$ cat src/rtl/alu_operand_sequencer_pkg.sv
// Shared types and constants for the ALU operand sequencer: FSM states,
// B-operand shift codes, ALU opcodes and default datapath sizes.
package alu_operand_sequencer_pkg;

  localparam int SEQ_WIDTH = 16;
  localparam int SEQ_NREGS = 8;
  localparam int SEQ_IDX_W = $clog2(SEQ_NREGS);

  typedef enum logic [2:0] {
    IDLE   = 3'd0,
    READ_A = 3'd1,
    READ_B = 3'd2,
    EXEC   = 3'd3,
    WRITE  = 3'd4
  } state_e;

  typedef enum logic [1:0] {
    SH_NONE = 2'b00,
    SH_LSL  = 2'b01,
    SH_LSR  = 2'b10,
    SH_ASR  = 2'b11
  } shift_e;

  typedef enum logic [1:0] {
    OP_ADD  = 2'b00,
    OP_SUB  = 2'b01,
    OP_AND  = 2'b10,
    OP_NOTB = 2'b11
  } alu_op_e;

endpackage

$ cat src/rtl/alu_operand_sequencer_operand_shifter.sv
// Combinational single-bit shifter for the B operand: pass, shift left,
// logical shift right or arithmetic shift right.
module operand_shifter
  import alu_operand_sequencer_pkg::*;
#(
  parameter int WIDTH = SEQ_WIDTH
) (
  input  logic [WIDTH-1:0] din_i,
  input  logic [1:0]       sel_i,
  output logic [WIDTH-1:0] dout_o
);

  always_comb begin
    dout_o = din_i;
    case (shift_e'(sel_i))
      SH_LSL:  dout_o = {din_i[WIDTH-2:0], 1'b0};
      SH_LSR:  dout_o = {1'b0, din_i[WIDTH-1:1]};
      SH_ASR:  dout_o = {din_i[WIDTH-1], din_i[WIDTH-1:1]};
      default: dout_o = din_i;
    endcase
  end

endmodule

$ cat src/rtl/alu_operand_sequencer.sv
// Register file plus sequencing FSM that fetches two operands over one read
// port, feeds an external combinational ALU and writes the result back.
module alu_operand_sequencer
  import alu_operand_sequencer_pkg::*;
#(
  parameter int WIDTH = SEQ_WIDTH,
  parameter int NREGS = SEQ_NREGS
) (
  input  logic                     clk,
  input  logic                     reset_n,
  input  logic                     start,
  input  logic [$clog2(NREGS)-1:0] rn_a,
  input  logic [$clog2(NREGS)-1:0] rn_b,
  input  logic [$clog2(NREGS)-1:0] rn_d,
  input  logic [1:0]               shift,
  input  logic [1:0]               op,
  input  logic                     ext_we,
  input  logic [$clog2(NREGS)-1:0] ext_num,
  input  logic [WIDTH-1:0]         ext_data,
  input  logic [$clog2(NREGS)-1:0] dbg_num,
  output logic [WIDTH-1:0]         dbg_data,
  output logic [WIDTH-1:0]         Ain,
  output logic [WIDTH-1:0]         Bin,
  output logic [1:0]               ALUop,
  input  logic [WIDTH-1:0]         alu_out,
  input  logic                     alu_z,
  output logic                     status_z,
  output logic                     busy,
  output logic                     done
);

  localparam int IDX_W = $clog2(NREGS);

  state_e             state_q;
  logic [IDX_W-1:0]   rn_a_q, rn_b_q, rn_d_q;
  logic [1:0]         shift_q, op_q;
  logic [WIDTH-1:0]   regs_q [NREGS];
  logic [WIDTH-1:0]   ain_q, bin_q, c_q;
  logic [1:0]         aluop_q;
  logic               status_z_q, done_q;
  logic [WIDTH-1:0]   shifted_b;

  operand_shifter #(.WIDTH(WIDTH)) u_shifter (
    .din_i  (regs_q[rn_b_q]),
    .sel_i  (shift_q),
    .dout_o (shifted_b)
  );

  // Commands are captured on acceptance so the operation ignores later input changes.
  always_ff @(posedge clk or negedge reset_n) begin
    if (!reset_n) begin
      state_q    <= IDLE;
      rn_a_q     <= '0;
      rn_b_q     <= '0;
      rn_d_q     <= '0;
      shift_q    <= '0;
      op_q       <= '0;
      ain_q      <= '0;
      bin_q      <= '0;
      aluop_q    <= '0;
      c_q        <= '0;
      status_z_q <= 1'b0;
      done_q     <= 1'b0;
      for (int i = 0; i < NREGS; i++) regs_q[i] <= '0;
    end else begin
      case (state_q)
        IDLE: begin
          // External write lands at this edge, so READ_A/READ_B see it.
          if (ext_we) regs_q[ext_num] <= ext_data;
          if (start) begin
            rn_a_q  <= rn_a;
            rn_b_q  <= rn_b;
            rn_d_q  <= rn_d;
            shift_q <= shift;
            op_q    <= op;
            state_q <= READ_A;
          end
        end
        READ_A: begin
          ain_q   <= regs_q[rn_a_q];
          state_q <= READ_B;
        end
        READ_B: begin
          bin_q   <= shifted_b;
          aluop_q <= op_q;
          state_q <= EXEC;
        end
        EXEC: begin
          c_q        <= alu_out;
          status_z_q <= alu_z;
          done_q     <= 1'b1;
          state_q    <= WRITE;
        end
        WRITE: begin
          regs_q[rn_d_q] <= c_q;
          done_q         <= 1'b0;
          state_q        <= IDLE;
        end
        default: begin
          done_q  <= 1'b0;
          state_q <= IDLE;
        end
      endcase
    end
  end

  assign busy     = (state_q != IDLE);
  assign done     = done_q;
  assign Ain      = ain_q;
  assign Bin      = bin_q;
  assign ALUop    = aluop_q;
  assign status_z = status_z_q;
  assign dbg_data = regs_q[dbg_num];

endmodule
$ cat config.mk
export PLATFORM = sky130hd
export DESIGN_NAME = alu_operand_sequencer
export DESIGN_NICKNAME = d
export VERILOG_FILES = /design/src/rtl/alu_operand_sequencer_pkg.sv /design/src/rtl/alu_operand_sequencer_operand_shifter.sv /design/src/rtl/alu_operand_sequencer.sv
export SDC_FILE = /design/constraint.sdc
export NUM_CORES = 1
export LEC_CHECK = 0
export CAP_MARGIN = 20
export CORE_MARGIN = 1.5
export CORE_UTILIZATION = 50
export DETAILED_ROUTE_END_ITERATION = 16
export GPL_TIMING_DRIVEN = 0
export PLACE_DENSITY = 0.78
export SLEW_MARGIN = 10
export SYNTH_ARGS = -nofsm -noshare
export SYNTH_HDL_FRONTEND = slang
export SYNTH_SLANG_ARGS = --single-unit
export TNS_END_PERCENT = 10
$ cat constraint.sdc
create_clock -name clk -period 2.1 [get_ports clk]
set_input_delay 0.42 -clock clk [delete_from_list [all_inputs] [get_ports clk]]
set_output_delay 0.42 -clock clk [all_outputs]
set_load 0.01 [all_outputs]
==> results.json, run 1 <==
{
  "drv_cap": 0,
  "dieArea_um2": 25200,
  "first_iter_violations": 1358,
  "status": "finished, violations left",
  "ys_seq_area_frac": 0.404,
  "fp.dieH_um": 159,
  "period_share": 1.06,
  "root_buffer": "clkbuf_16",
  "r2r-start": "state_q[1]$_DFFE_PN0P_",
  "drive_gt1_frac": 0.390,
  "cts.sinks": 196,
  "clock_skew_ps": 10.1,
  "core_area_um2": 23600,
  "place_congestion": 0.958,
  "rsz0062_at_grt": "true",
  "start_util": 0.514,
  "violations": "hold timing, setup timing",
  "area_growth_pct": 26.6,
  "fp.dieW_um": 159,
  "worstPathRequired_ps": 1680,
  "crit_path_end_kind": "output pin",
  "synth_edf_count": 0,
  "cts_buffers": 17,
  "synth.distinct_cells": 37,
  "period_needed_ps": 2220,
  "drc": 0,
  "path_clk_slew_ps": 70,
  "grt_max_degree": 102,
  "grt_usage": 0.314,
  "clock_latency_ps": 440,
  "ir_worst_vdd_v": 0.000630,
  "hold-worst-slack_ps": -0.288,
  "final_area_um2": 15400,
  "r2r_end": "regs_q[83]$_DFFE_PN0P_",
  "hold_viol": 1,
  "final_util": 0.650,
  "cp_cell_sequence": "mux4_2 -> mux2_4 -> buf_6",
  "path_class": "reg -> out",
  "hpwlAfterDp_mm": 26.7,
  "slew_headroom": 0.483,
  "cts_tree": "yes",
  "grt_overflow": 0,
  "row_count": 56,
  "io_buffers": 103,
  "worst_path_max_delay_cell": "mux4_2",
  "syn_nets": 1054,
  "synthArstFlopShare": 1.00,
  "wl_per_cell_um": 25.5,
  "htree_levels": 4,
  "timing.final.ws_setup_ps": -120,
  "syn_inst": 998,
  "ios": 109,
  "startpoint_type": "flop",
  "maxSlewViolCount": 0,
  "wirelength_mm": 39.4,
  "hold_class": "in -> async",
  "crit_arrival_ps": 1800,
  "syn_avg_cell_area_um2": 12.2,
  "tightestPinTransition_ps": 776,
  "rrSetupSlack_ps": -110,
  "grt_pass1_wl_mm": 60.3,
  "p_leak_nw": 6.87,
  "yosys_register_bits": 196,
  "syn_area_um2": 12100,
  "vias": 10201,
  "antenna_found_initial": 0,
  "viasPerCell": 6.59,
  "num_antenna_cells": 0,
  "yosysWarnings": 0,
  "final_nets": 1272,
  "antenna_left": 0,
  "powerDensity_nw_per_um2": 1300,
  "setup_viol": 63,
  "cts_buffer_depth": 2,
  "critPathMaxStageDelay_ps": 530,
  "crit_fanout": 2,
  "grt_pass1_vias": 10176,
  "reg2reg_depth": 7,
  "max_freq_mhz": 450,
  "dr.pass1.iters": 8,
  "placed_area_um2": 13600,
  "synth-main-ff-cell": "dfrtp_1"
}
-- placed cells by master (no fill, tap or decap), types with 9 or more instances in the layout --
master / Yosys / layout
nand3_1: 44 / 43
mux4_2: 66 / 66
a22oi_2: 0 / 10
nand2_1: 83 / 71
a22oi_1: 30 / 20
a21oi_1: 17 / 17
clkbuf_4: 0 / 9
nor2_1: 43 / 41
o22ai_1: 128 / 128
nand2_2: 0 / 10
clkdlybuf4s50_1: 0 / 84
mux2i_1: 76 / 76
clkbuf_1: 53 / 34
buf_4: 0 / 105
mux2_4: 74 / 90
clkbuf_16: 0 / 18
a41oi_1: 14 / 14
mux2_2: 90 / 74
dfrtp_1: 196 / 195
clkbuf_2: 0 / 10
buf_6: 6 / 21
-- per-stage QoR --
| step | TNS [ps] | worst slack [ps] | cells | total power [mW] |
|---|---|---|---|---|
| CTS | -4050 | -109 | 1542 | 19.4 |
| global placement | -1544430 | -7690 | 1420 | 14.9 |
| global route | -7080 | -145 | 1547 | 20.8 |
| finish | -4890 | -120 | 1547 | 20.0 |
| detailed placement | -42230 | -1230 | 1421 | 15.2 |
| floorplan | -1130 | -70.4 | 998 | 11.8 |
-- synthesized netlist by cell type, types with 2 or more instances --
master	number	share of area
o21ai_4	4	0.0054
clkbuf_1	53	0.016
nor2_8	4	0.0066
mux4_2	66	0.12
nor2b_1	3	0.0015
nand3_1	44	0.018
a22oi_1	30	0.019
mux2i_1	76	0.063
a21oi_1	17	0.0070
buf_12	4	0.0066
nor3b_1	3	0.0019
mux2_4	74	0.092
buf_2	24	0.0099
nand2_1	83	0.026
a41oi_1	14	0.010
nand3b_1	7	0.0043
buf_6	6	0.0056
a32oi_1	2	0.0014
nor2_4	3	0.0028
inv_1	2	0.00062
mux2_2	90	0.084
o22ai_1	128	0.066
nor2_1	43	0.013
or3b_1	7	0.0051
dfrtp_1	196	0.40
or3_1	3	0.0015
buf_1	2	0.00062
-- what timing repair did --
action	4_1_cts	5_1_grt
setup buffers	93	6
hold buffers	0	0
endpoints found under the setup margin	169	144
pin swaps	1	6
cloned	1	0
gates resized for setup	164	42
-- flip-flops by register name, summed over array words and instances, names as in the netlist --
register and cells:
regs_q 128, Ain 16, Bin 16, c_q 16
rn_a_q 3, rn_b_q 3, rn_d_q 3, state_q 3
ALUop 2, op_q 2, shift_q 2, done 1
status_z 1
-- metal layers --
metal / GRT usage / wire length, µm
met1: 0.420 / 15500
met2: 0.485 / 18000
met3: 0.0883 / 4550
met4: 0.118 / 1370
met5: 0 / 0
-- how the worst max path moves through the flow --
stage | from | to | slack [ps]
2_1_floorplan | dbg_num[0] | dbg_data[10] | -70
3_3_place_gp | reset_n | ALUop[1]$_DFFE_PN0P_ | -7690
3_5_place_dp | dbg_num[1] | dbg_data[5] | -1230
4_1_cts | regs_q[78]$_DFFE_PN0P_ | dbg_data[14] | -110
5_1_grt | regs_q[78]$_DFFE_PN0P_ | dbg_data[14] | -150
6_report | regs_q[69]$_DFFE_PN0P_ | dbg_data[5] | -120
-- layout make-up --
cell class,instances,area [µm²]
well taps,319,399
clock inverters,11,150
flip-flops and latches,196,4910
multi-input cells,709,6920
clock buffers,20,457
plain buffers,85,658
fillers,1732,8260
repair buffers,204,1850
inverters,3,11.3
-- critical path: cells and delay by family (launching register included) --
kind / cells / cell delay, ps
DFF: 1 / 390
muxes: 2 / 860
buffers and inverters: 1 / 130
-- report_power, final --
group | internal [mW] | switching (mW)
registers | 5.02 | 0.931
logic | 4.88 | 5.69
clock network | 1.94 | 1.52
total | 11.8 | 8.14
-- cell families (layout without fill, tap and decap cells) --
logic type             Yosys count  count (layout)  share of synthesized area
AO/OA/AOI/OAI                  199             199                      0.111
XOR/XNOR                         1               1                   0.000722
buffers and inverters           93             323                     0.0413
flip-flops                     196             196                      0.404
multiplexers                   306             306                      0.360
AND/OR/NAND/NOR                203             203                     0.0823
Power figures use the tool's default switching activity.
==> inputs of run 2 (changes only) <==
- RECOVER_POWER: not set -> 50
==> run 2 against run 1 <==
- the run ends with setup timing left
- sequential power about the same
- wire length about the same
- setup slack better by 2.9 ps
- cell count unchanged
- register-to-register slack about the same
- clock power about the same
- maximum frequency up 0.13%
- highest routed layer unchanged
- critical path depth unchanged
- via count about the same
==> results.json, run 2 (same netlist as run 1, synthesis figures left out) <==
{
  "status": "finished, violations left",
  "violations": "setup timing",
  "cts_tree": "yes",
  "grt_pass1_vias": 10176,
  "timing.final.ws_setup_ps": -118,
  "maxSlewViolCount": 0,
  "core_area_um2": 23600,
  "dp_slack_ps": -1230,
  "vias": 10211,
  "hold_viol": 0,
  "antenna_found_initial": 0,
  "dr.pass1.iters": 6,
  "viasPerCell": 6.60,
  "netSwitchingPower_mw": 8.15,
  "startpoint_type": "flop",
  "crit_arrival_ps": 1800,
  "startpoint": "regs_q[69]$_DFFE_PN0P_",
  "io_buffers": 103,
  "tightestPinTransition_ps": 1370,
  "hold_class": "in -> async",
  "cts.sinks": 196,
  "fp.dieW_um": 159,
  "clock_skew_ps": 10.8,
  "clock_latency_ps": 440,
  "start_util": 0.514,
  "intPower_mw": 11.8,
  "slew_headroom": 0.0891,
  "period_share": 1.06,
  "reg2reg_depth": 7,
  "drive_gt1_frac": 0.390,
  "period_needed_ps": 2220,
  "crit_end": "dbg_data[5]",
  "row_count": 56,
  "grt_max_degree": 102,
  "max_freq_mhz": 451,
  "grt_overflow": 0,
  "worst_path_max_delay_cell": "mux4_2",
  "ir_worst_vdd_v": 0.000626,
  "num-fill-cells": 1736,
  "cp_cell_sequence": "mux4_2 -> mux2_4 -> buf_6",
  "hold-worst-slack_ps": 280,
  "path_clk_slew_ps": 70,
  "dieArea_um2": 25200,
  "layout_common_cells": "195 x dfrtp_1, 128 x o22ai_1, 105 x buf_4",
  "hpwlAfterDp_mm": 26.7,
  "drv_cap": 0,
  "root_buffer": "clkbuf_16",
  "fp.dieH_um": 159,
  "wl_per_cell_um": 25.5,
  "worstPathRequired_ps": 1680,
  "largest-register": "regs_q",
  "cts_buffer_depth": 2,
  "ios": 109,
  "postCtsHoldBufs": 0,
  "switching_share": 0.408,
  "first_iter_violations": 1426,
  "grt_usage": 0.314,
  "p_leak_nw": 6.86,
  "mostFrequentLayoutCell": "dfrtp_1",
  "rsz0062_at_grt": "true",
  "area_growth_pct": 26.4,
  "final_nets": 1272,
  "cts_buffers": 17,
  "setup_viol": 63,
  "wirelength_mm": 39.4,
  "critPathMaxStageDelay_ps": 530,
  "multi_input_area_um2": 6920,
  "total_power_mw": 20.0,
  "largest_reg_flops": 128,
  "path_class": "reg -> out",
  "seqCellArea_um2": 4910,
  "htree_levels": 4,
  "place_congestion": 0.958,
  "crit_path_end_kind": "output pin",
  "antenna_left": 0,
  "r2r-start": "state_q[1]$_DFFE_PN0P_",
  "r2r_end": "regs_q[83]$_DFFE_PN0P_",
  "powerDensity_nw_per_um2": 1300,
  "crit_fanout": 2,
  "final_util": 0.649,
  "seq_power_share": 0.298,
  "rrSetupSlack_ps": -110,
  "grt_pass1_wl_mm": 60.3,
  "clockPowerShare": 0.173,
  "drc": 0,
  "num_antenna_cells": 0,
  "comb_power_share": 0.529
}
==> run 2: worst min-delay path by stage <==
stage / slack (ps) / endpoint / from / depth (start not counted)
finish: 280 / regs_q[23]$_DFFE_PN0P_ / reset_n / 1
global route: 440 / regs_q[23]$_DFFE_PN0P_ / reset_n / 1
CTS: 40 / regs_q[23]$_DFFE_PN0P_ / reset_n / 1
detailed placement: 460 / c_q[4]$_DFFE_PN0P_ / c_q[4]$_DFFE_PN0P_ / 2
global placement: 460 / c_q[11]$_DFFE_PN0P_ / c_q[11]$_DFFE_PN0P_ / 2
floorplan: 120 / ALUop[0]$_DFFE_PN0P_ / reset_n / 0
==> run 2: per-layer routing <==
layer | vias to the layer above | GRT usage | share of wire
met3 | 118 | 0.0883 | 0.12
li1 | 4293 | - | -
met5 | - | 0 | 0
met1 | 5100 | 0.420 | 0.39
met2 | 700 | 0.485 | 0.46
met4 | 0 | 0.118 | 0.035
==> run 2: final cells by class <==
| cell class | instances | share of cell area |
|---|---|---|
| repair buffers | 204 | 0.119 |
| well taps | 319 | 0.0260 |
| clock inverters | 11 | 0.00979 |
| flip-flops and latches | 196 | 0.320 |
| clock buffers | 20 | 0.0298 |
| multi-input cells | 709 | 0.451 |
| plain buffers | 85 | 0.0429 |
| inverters | 3 | 0.000734 |
==> run 2: per-stage QoR <==
step	std cells	TNS, ps	instance area [µm²]
3_5_place_dp	1421	-42230	13600
6_report	1547	-4910	15300
5_1_grt	1547	-7080	15300
4_1_cts	1542	-4050	15200
2_1_floorplan	998	-1130	12100
3_3_place_gp	1420	-1544430	13600
==> run 2: repair_timing <==
action                     4_1_cts  5_1_grt
gates cloned                     1        0
gates resized for setup        164       42
pin swaps                        1        6
buffers inserted                93        6
setup endpoints to repair      169      144
==> run 2: power by group through the flow <==
stage               clock network (mW)  logic [mW]  registers [mW]
floorplan                            0        5.93            5.90
global placement                     0        8.91            5.96
detailed placement                   0        9.11            6.05
CTS                               3.46        10.1            5.83
global route                      3.61        11.2            6.06
finish                            3.46        10.6            5.95
==> run 2: critical path, delay by kind of cell (launching register included) <==
kind	cells	cell delay [ps]
muxes	2	860
DFF	1	390
buffers and inverters	1	130
==> inputs of run 3 (changes only) <==
--- a/config.mk
+++ b/config.mk
@@ -10,2 +10,3 @@
 export CORE_UTILIZATION = 50
+export CTS_CLUSTER_SIZE = 8
 export DETAILED_ROUTE_END_ITERATION = 16
==> constraint.sdc (replaced) <==
create_clock -name clk -period 2.1 [get_ports clk]
set_input_delay 0.63 -clock clk [delete_from_list [all_inputs] [get_ports clk]]
set_output_delay 0.63 -clock clk [all_outputs]
set_load 0.01 [all_outputs]
==> run 3 against run 2 <==
- the run still ends with setup timing left
- count of clock-buffer cells in the layout is 3 higher
- clock power is 2% lower
- non-clock buffer count is 89 lower
- first-iteration DRC count is 23% lower
- power is 4.4% lower
==> results.json, run 3 (same netlist as run 1, synthesis figures left out) <==
{
  "final_util": 0.622,
  "first_iter_violations": 1100,
  "violations": "setup timing",
  "io_buffers": 103,
  "place_congestion": 0.937,
  "max_freq_mhz": 383,
  "p_leak_nw": 6.41,
  "start_util": 0.514,
  "path_clk_slew_ps": 70,
  "cts_buffer_depth": 2,
  "root_buffer": "clkbuf_16",
  "seq_power_share": 0.315,
  "dp.cells": 1421,
  "worstPathRequired_ps": 1470,
  "fp.dieW_um": 159,
  "cts.sinks": 196,
  "reg2reg_depth": 7,
  "htree_levels": 4,
  "wl_per_cell_um": 25.2,
  "r2r_end": "regs_q[91]$_DFFE_PN0P_",
  "intPower_mw": 11.3,
  "antenna_found_initial": 0,
  "maxSlewViolCount": 0,
  "final_nets": 1183,
  "clock_latency_ps": 450,
  "period_share": 1.24,
  "rsz0062_at_grt": "true",
  "cts_buffers": 17,
  "crit_fanout": 7,
  "antenna_left": 0,
  "status": "finished, violations left",
  "ios": 109,
  "area_growth_pct": 21.2,
  "row_count": 56,
  "final_area_um2": 14700,
  "num-fill-cells": 1874,
  "netSwitchingPower_mw": 7.81,
  "r2r-start": "state_q[1]$_DFFE_PN0P_",
  "crit_arrival_ps": 1980,
  "layout_common_cells": "196 x dfrtp_1, 128 x o22ai_1, 90 x mux2_4",
  "dieArea_um2": 25200,
  "dr.pass1.iters": 5,
  "drv_cap": 0,
  "startpoint_type": "input pin",
  "setup_viol": 158,
  "core_area_um2": 23600,
  "multi_input_area_um2": 6880,
  "clockPowerShare": 0.178,
  "viasPerCell": 6.52,
  "seqCellArea_um2": 4900,
  "grt_max_degree": 106,
  "clock_skew_ps": 12.0,
  "grt_pass1_vias": 9652,
  "placed_area_um2": 13700,
  "rrSetupSlack_ps": -240,
  "hold_viol": 0,
  "largest-register": "regs_q",
  "drive_gt1_frac": 0.329,
  "switching_share": 0.409,
  "path_class": "in -> out",
  "mostFrequentLayoutCell": "dfrtp_1",
  "powerDensity_nw_per_um2": 1300,
  "timing.final.ws_setup_ps": -511,
  "instances_no_fill": 1459,
  "ir_worst_vdd_v": 0.000620,
  "drc": 0,
  "grt_overflow": 0,
  "grt_usage": 0.298,
  "slew_headroom": 0.148,
  "grt_pass1_wl_mm": 57.3,
  "tightestPinTransition_ps": 1280,
  "hpwlAfterDp_mm": 26.5,
  "hold_class": "in -> async",
  "largest_reg_flops": 128,
  "cts_tree": "yes",
  "wirelength_mm": 36.7,
  "vias": 9512,
  "crit_path_end_kind": "output pin",
  "num_antenna_cells": 0,
  "period_needed_ps": 2610,
  "comb_power_share": 0.507,
  "fp.dieH_um": 159
}
## run 3: power groups by stage
stage	sequential (mW)	combinational, mW	clock, mW
after floorplan	5.90	5.99	0
after global placement	5.95	8.99	0
after detailed placement	6.03	9.18	0
after CTS	5.97	9.45	3.39
after global routing	6.17	10.3	3.55
final	6.01	9.69	3.40
## run 3: layer usage
layer / global-route usage / up-vias / wire (µm)
met1: 0.408 / 4778 / 15200
met2: 0.465 / 523 / 17000
met4: 0.109 / 0 / 1170
li1: - / 4123 / -
met3: 0.0648 / 88 / 3310
met5: 0 / - / 0
## run 3: repair_timing
action,4_1_cts,5_1_grt
pin swaps,0,2
endpoints found under the setup margin,163,154
hold endpoints to repair,0,0
resized for setup,152,27
hold buffers,0,0
buffers inserted,3,1
cloned,3,0
## run 3: worst max-delay path, cell delays in order
cell       delay, ps
clkbuf_16        160
buf_16           140
buf_12           100
mux4_2           510
mux2_4           310
buf_6            120
## run 3: layout make-up
type,count,share of cell area
Buffer,90,0.0491
Clock buffer,23,0.0325
Clock inverter,9,0.00809
Inverter,3,0.000766
Multi-Input combinational cell,709,0.468
Sequential cell,196,0.334
Tap cell,319,0.0272
Timing Repair Buffer,110,0.0804
## run 3: stage by stage
| step | TNS, ps | total power [mW] | setup slack, ps | hold slack, ps |
|---|---|---|---|---|
| 2_1_floorplan | -13000 | 11.9 | -199 | 334 |
| 3_3_place_gp | -1612710 | 14.9 | -7890 | 461 |
| 3_5_place_dp | -70380 | 15.2 | -1640 | 463 |
| 4_1_cts | -9990 | 18.8 | -503 | 235 |
| 5_1_grt | -39180 | 20.0 | -521 | 511 |
| 6_report | -22400 | 19.1 | -511 | 475 |
## run 3: how the worst max path moves through the flow
stage / from / to / slack, ps
2_1_floorplan: dbg_num[0] / dbg_data[10] / -200
3_3_place_gp: reset_n / ALUop[1]$_DFFE_PN0P_ / -7890
3_5_place_dp: dbg_num[1] / dbg_data[5] / -1640
4_1_cts: dbg_num[0] / dbg_data[3] / -500
5_1_grt: dbg_num[0] / dbg_data[3] / -520
6_report: dbg_num[0] / dbg_data[3] / -510
